## src/rtl/i2c_seq_pkg.sv

```systemverilog
// i2c_seq_pkg: shared state encoding and response error codes for the I2C register sequencer
package i2c_seq_pkg;

    typedef enum logic [2:0] {
        IDLE,
        ADDR_GO,
        ADDR_WAIT,
        DATA_GO,
        DATA_WAIT,
        RESP
    } state_t;

    localparam logic [1:0] ERR_OK      = 2'b00;
    localparam logic [1:0] ERR_MASTER  = 2'b01;
    localparam logic [1:0] ERR_TIMEOUT = 2'b10;

endpackage

```

## src/rtl/i2c_seq_timeout.sv

```systemverilog
// i2c_seq_timeout: saturating wait counter; expired once LIMIT-1 cycles have been counted since the last clear
module i2c_seq_timeout #(
    parameter int LIMIT = 65535
) (
    input  logic i_Clk,
    input  logic i_Rst_n,
    input  logic i_Clr,
    input  logic i_En,
    output logic o_Expired
);

    localparam int TW = (LIMIT > 1) ? $clog2(LIMIT) : 1;

    logic [TW-1:0] r_Count;

    // Count enabled cycles, holding at the limit instead of wrapping
    always_ff @(posedge i_Clk) begin
        if (!i_Rst_n || i_Clr)
            r_Count <= '0;
        else if (i_En && r_Count != TW'(LIMIT - 1))
            r_Count <= r_Count + 1'b1;
    end

    assign o_Expired = r_Count == TW'(LIMIT - 1);

endmodule

```

## src/rtl/i2c_reg_sequencer.sv

```systemverilog
// i2c_reg_sequencer: splits register read/write requests into address and data byte transactions
// for the single-byte I2C master; optional retry on master error with I2C_REG_SEQ_RETRY_EN.
module i2c_reg_sequencer
    import i2c_seq_pkg::*;
#(
    parameter int TIMEOUT_CYCLES = 65535
`ifdef I2C_REG_SEQ_RETRY_EN
    , parameter int MAX_RETRIES = 2
`endif
) (
    input  logic       i_Clk,
    input  logic       i_Rst_n,
    input  logic       i_Req_Valid,
    output logic       o_Req_Ready,
    input  logic       i_Req_Rd,
    input  logic [7:0] i_Req_Reg,
    input  logic [7:0] i_Req_Data,
    output logic       o_Rsp_Valid,
    output logic [7:0] o_Rsp_Data,
    output logic [1:0] o_Rsp_Err,
    output logic       o_Wr_Start,
    output logic       o_Rd_Start,
    output logic [7:0] o_Wr_Byte,
    input  logic       i_Busy,
    input  logic [7:0] i_Rd_Byte,
    input  logic       i_Error
);

    state_t     r_State;
    logic       r_Rd;
    logic [7:0] r_Reg;
    logic [7:0] r_Data;
    logic       r_Seen;
    logic       w_Wait;
    logic       w_Done;
    logic       w_Expired;
    logic       w_Retry;

    assign w_Wait = (r_State == ADDR_WAIT) || (r_State == DATA_WAIT);
    assign w_Done = r_Seen && !i_Busy;

    i2c_seq_timeout #(.LIMIT(TIMEOUT_CYCLES)) u_timeout (
        .i_Clk     (i_Clk),
        .i_Rst_n   (i_Rst_n),
        .i_Clr     ((r_State == ADDR_GO) || (r_State == DATA_GO)),
        .i_En      (w_Wait),
        .o_Expired (w_Expired)
    );

`ifdef I2C_REG_SEQ_RETRY_EN
    localparam int RW = ($clog2(MAX_RETRIES + 1) > 0) ? $clog2(MAX_RETRIES + 1) : 1;

    logic [RW-1:0] r_Retry;

    assign w_Retry = r_Retry < RW'(MAX_RETRIES);

    // Count restarts of the current request; cleared whenever idle
    always_ff @(posedge i_Clk) begin
        if (!i_Rst_n || r_State == IDLE)
            r_Retry <= '0;
        else if (w_Wait && w_Done && i_Error && w_Retry)
            r_Retry <= r_Retry + 1'b1;
    end
`else
    assign w_Retry = 1'b0;
`endif

    // Request sequencing; start pulses and responses are raised on entry so they show in the GO/RESP cycle
    always_ff @(posedge i_Clk) begin
        if (!i_Rst_n) begin
            r_State     <= IDLE;
            r_Rd        <= 1'b0;
            r_Reg       <= 8'h00;
            r_Data      <= 8'h00;
            r_Seen      <= 1'b0;
            o_Req_Ready <= 1'b0;
            o_Rsp_Valid <= 1'b0;
            o_Rsp_Data  <= 8'h00;
            o_Rsp_Err   <= ERR_OK;
            o_Wr_Start  <= 1'b0;
            o_Rd_Start  <= 1'b0;
            o_Wr_Byte   <= 8'h00;
        end else begin
            o_Wr_Start  <= 1'b0;
            o_Rd_Start  <= 1'b0;
            o_Rsp_Valid <= 1'b0;
            case (r_State)
                IDLE: begin
                    o_Req_Ready <= 1'b1;
                    if (i_Req_Valid && o_Req_Ready) begin
                        r_Rd        <= i_Req_Rd;
                        r_Reg       <= i_Req_Reg;
                        r_Data      <= i_Req_Data;
                        o_Req_Ready <= 1'b0;
                        o_Wr_Byte   <= i_Req_Reg;
                        o_Wr_Start  <= 1'b1;
                        r_State     <= ADDR_GO;
                    end
                end
                ADDR_GO, DATA_GO: begin
                    r_Seen  <= i_Busy;
                    r_State <= (r_State == ADDR_GO) ? ADDR_WAIT : DATA_WAIT;
                end
                ADDR_WAIT, DATA_WAIT: begin
                    if (i_Busy)
                        r_Seen <= 1'b1;
                    if (w_Done && i_Error && w_Retry) begin
                        o_Wr_Byte  <= r_Reg;
                        o_Wr_Start <= 1'b1;
                        r_State    <= ADDR_GO;
                    end else if (w_Done && !i_Error && r_State == ADDR_WAIT) begin
                        o_Wr_Byte  <= r_Rd ? o_Wr_Byte : r_Data;
                        o_Wr_Start <= !r_Rd;
                        o_Rd_Start <= r_Rd;
                        r_State    <= DATA_GO;
                    end else if (w_Done) begin
                        o_Rsp_Valid <= 1'b1;
                        o_Rsp_Err   <= i_Error ? ERR_MASTER : ERR_OK;
                        o_Rsp_Data  <= (r_State == DATA_WAIT && r_Rd) ? i_Rd_Byte : 8'h00;
                        r_State     <= RESP;
                    end else if (w_Expired) begin
                        o_Rsp_Valid <= 1'b1;
                        o_Rsp_Err   <= ERR_TIMEOUT;
                        o_Rsp_Data  <= 8'h00;
                        r_State     <= RESP;
                    end
                end
                RESP: begin
                    o_Req_Ready <= 1'b1;
                    r_State     <= IDLE;
                end
                default: r_State <= IDLE;
            endcase
        end
    end

endmodule

```

## config.mk

```make
export PLATFORM = sky130hd
export DESIGN_NAME = i2c_reg_sequencer
export DESIGN_NICKNAME = d
export VERILOG_FILES = /design/src/rtl/i2c_seq_pkg.sv /design/src/rtl/i2c_seq_timeout.sv /design/src/rtl/i2c_reg_sequencer.sv
export SDC_FILE = /design/constraint.sdc
export NUM_CORES = 1
export LEC_CHECK = 0
export BUFFER_PORTS_ARGS = -buffer_cell sky130_fd_sc_hd__buf_2
export CAP_MARGIN = 20
export CORE_ASPECT_RATIO = 0.7
export CORE_UTILIZATION = 57
export CTS_CLUSTER_DIAMETER = 100
export DETAILED_ROUTE_END_ITERATION = 16
export GPL_TIMING_DRIVEN = 0
export PLACE_DENSITY_LB_ADDON = 0.1
export SLEW_MARGIN = 40
export SYNTH_ARGS = -nofsm -noshare
export SYNTH_HDL_FRONTEND = slang
export SYNTH_SLANG_ARGS = --single-unit
```

## constraint.sdc

```tcl
create_clock -name i_Clk -period 3.7 [get_ports i_Clk]
set_input_delay 0.185 -clock i_Clk [delete_from_list [all_inputs] [get_ports i_Clk]]
set_output_delay 0.185 -clock i_Clk [all_outputs]
set_load 0.02 [all_outputs]
```

==> results.tsv <==
metric	value	unit
Startpoint Class	flip-flop	
Synth Area in Adders	1.08	%
NetSw	0.356	mW
initial antenna violation count	0	
Clk pwr share	32.4	%
simple-gate share of the synthesized area	24.6	%
final WL	6.04	mm
post-route minimum period	2.47	ns
synthesized cell area	2310	um^2
Reg power frac	49.1	%
biggest area consumer among synthesized cells	dfxtp_1	
Nets	356	
die footprint	4320	um^2
syn_nets	298	
vias in the first global route	2027	
DR vias	2353	
# IOs	52	
fin crit share	66.7	%
syn avg cell area	8.69	um^2
routability cong.	0.855	
H-tree depth	2	
area delta synth->final	19.0	%
Routed wire per std cell	16.1	um
pin count of the biggest net entering global routing	16	
RSZ-0062 raised after global routing	no	
setup TNS	0	ns
worst relative slew slack	41.8	%
maximum vdd drop	0.306	mV
die width	78.1	um
worst-margin pin slew	0.865	ns
max-slew violation count	0	
worst-path cell chain	ha_1 -> and3_1 -> and4_1 -> clkbuf_1 -> o21ai_1 -> a32o_1	
Net Sw Frac	28.7	%
crit path kind	flip-flop to flip-flop	
Netlist cell types	44	
clock sink total	51	
share of layout cells above drive strength 1	21.2	%
largest cells by area after synthesis	dfxtp_1 (44%), nand2_1 (5.0%), o31ai_1 (4.2%)	
effective utilization at floorplan	62.6	%
CP endpoint kind	flip-flop	
GRT Total Usage	28.4	%
EDFF count, synth	0	
Setup violations, final	0	
crit-path leading delay family	compound AO/OA/AOI/OAI gates	
Core Area	3690	um^2
Fin. Hold Viols	0	
# hold bufs at CTS	0	
remaining antenna violation count after routing	0	
Clock Skew	0.00655	ns
max cap viols	0	
FILL cells	293	
Placement Rows	18	
top cell type's share of synthesized area	44.2	%
CTS root buf	clkbuf_8	
Synth Instances	266	
gr ovfl total	0	
Crit-path slowest cell	dfxtp_1	
WP data required	3.89	ns
I/O Buffers	51	
DP Worst Slack	1.34	ns
Worst-path clk slew	0.09	ns
Clock Latency Late Sink	0.30	ns
Diodes inserted	0	
XOR/XNOR Fraction of Synth Area	0.758	%
post-detail-place hpwl	4.23	mm
P_leak	1.10	nW
Max Root-Sink Buffers	2	
CTS tree	done	
largest family of logic cells by synthesized area	simple AND/OR/NAND/NOR gates	
DRT iter0 DRCs	240	
Synth Area in Compound Gates	21.9	%
post_cts resized	0	
drt drc	0	
final worst setup slack	1.23	ns
dominant synthesized flop cell	dfxtp_1	
worst min-delay path class	primary input to flip-flop	
mux cell area share after synthesis	3.90	%
Power Dens Cells	452	nW/um^2
outcome	finished, final reports clean	
arrival time at the worst endpoint	2.66	ns
Post-synth ARST share	0	%
Synth Warn #	0	
via/cell ratio	6.27	
Final Util	74.5	%
CTS Buf Count	5	
CP Max Fanout	10	
Comb pwr share	18.5	%
post-synthesis register bit count	51	
DR pass1 iterations	6	
Post CTS Setup Buffer Count	0	
slowest cell delay on critical path	0.47	ns
Pint	0.887	mW
global-route wire length before repair	9.58	mm
CP Buf/Inv Count	1	
sequential fraction of the synthesis area	44.2	%
Die Y-Extent	55.3	um
fmax	405	MHz
-- synth_stat cells (2+ instances only) --
| library cell | number |
|---|---|
| ha_1 | 2 |
| o31ai_1 | 13 |
| or3_1 | 2 |
| a32o_1 | 8 |
| o211ai_1 | 2 |
| nor2b_1 | 2 |
| a21oi_1 | 18 |
| a31oi_1 | 11 |
| nand4_1 | 3 |
| mux2i_1 | 9 |
| o21ai_0 | 9 |
| nor4_1 | 5 |
| nor3_1 | 3 |
| inv_1 | 4 |
| dfxtp_1 | 51 |
| and2_1 | 2 |
| buf_2 | 5 |
| a211oi_1 | 4 |
| nand3_1 | 9 |
| nand2_1 | 31 |
| or4_1 | 9 |
| clkbuf_1 | 10 |
| and3_1 | 4 |
| and4_1 | 5 |
| nor2_1 | 22 |
| nand2b_1 | 5 |
-- per-layer routing --
metal	track usage (%)	wire (um)
met5	0	0
met4	6.88	63
met3	7.44	592
met2	43.7	2600
met1	39.8	2790
-- worst paths after layout --
path	from	endpoint	slack, ns	depth (start not counted)
setup / recovery	u_timeout.r_Count[1]	o_Rsp_Data[3]	1.23	6
hold / removal	i_Rd_Byte[7]	o_Rsp_Data[7]	0.09	2
setup reg to reg	u_timeout.r_Count[1]	o_Rsp_Data[3]	1.23	6
hold reg to reg	r_Data[5]	o_Wr_Byte[5]	0.48	2
-- per-stage QoR --
step / std cells / power (mW) / hold slack, ns / instance area [um^2]
final: 375 / 1.24 / 0.0886 / 2750
after floorplan: 266 / 0.771 / 0.311 / 2310
after global routing: 375 / 1.30 / 0.0877 / 2750
after global placement: 367 / 0.839 / 0.397 / 2630
after detailed placement: 367 / 0.844 / 0.399 / 2630
after CTS: 375 / 1.24 / 0.0907 / 2750
-- cells in the final DEF (no fill, tap or decap), drive strengths merged, types with 3 or more instances in the layout --
cell type	count
a211oi	4
a21oi	18
a31oi	11
a32o	8
and3	4
and4	5
buf	57
clkbuf	16
dfxtp	51
inv	4
mux2i	9
nand2	31
nand2b	5
nand3	9
nand4	3
nor2	22
nor3	3
nor4	6
o21ai	10
o31ai	13
or4	9
-- power by group through the flow --
stage / combinational [mW] / clock (mW) / sequential, mW
after global routing: 0.249 / 0.432 / 0.615
after global placement: 0.219 / 0 / 0.620
after detailed placement: 0.223 / 0 / 0.621
after floorplan: 0.134 / 0 / 0.638
final: 0.230 / 0.403 / 0.611
after CTS: 0.227 / 0.403 / 0.609
-- sequential cells by signal, indices dropped and copies added, names as in the netlist --
| signal | count |
|---|---|
| o_Wr_Start | 1 |
| u_timeout.r_Count | 16 |
| r_Rd | 1 |
| o_Rsp_Valid | 1 |
| r_Data | 8 |
| o_Rsp_Err | 2 |
| o_Rsp_Data | 8 |
| o_Rd_Start | 1 |
| o_Wr_Byte | 8 |
| o_Req_Ready | 1 |
| r_State | 3 |
| r_Seen | 1 |
-- cells by family (layout without fill, tap and decap cells) --
logic type | after synthesis | in the layout
and+or+nand+nor | 108 | 108
AOI/OAI and AO/OA | 74 | 74
DFF | 51 | 51
buffers and inverters | 20 | 79
muxes | 9 | 9
adders and majority gates | 2 | 2
xor gates and xnor gates | 2 | 2
-- area by class of cell --
type,count,area (um^2),share of cell area [%]
flip-flops and latches,51,1020,37.1
plain buffers,16,70.1,2.55
inverters,4,15.0,0.545
well taps,50,62.6,2.27
repair buffers,51,255,9.27
clock buffers,6,82.6,3.00
clock inverters,2,35.0,1.27
multi-input cells,195,1210,44.0
Power figures use the tool's default switching activity.
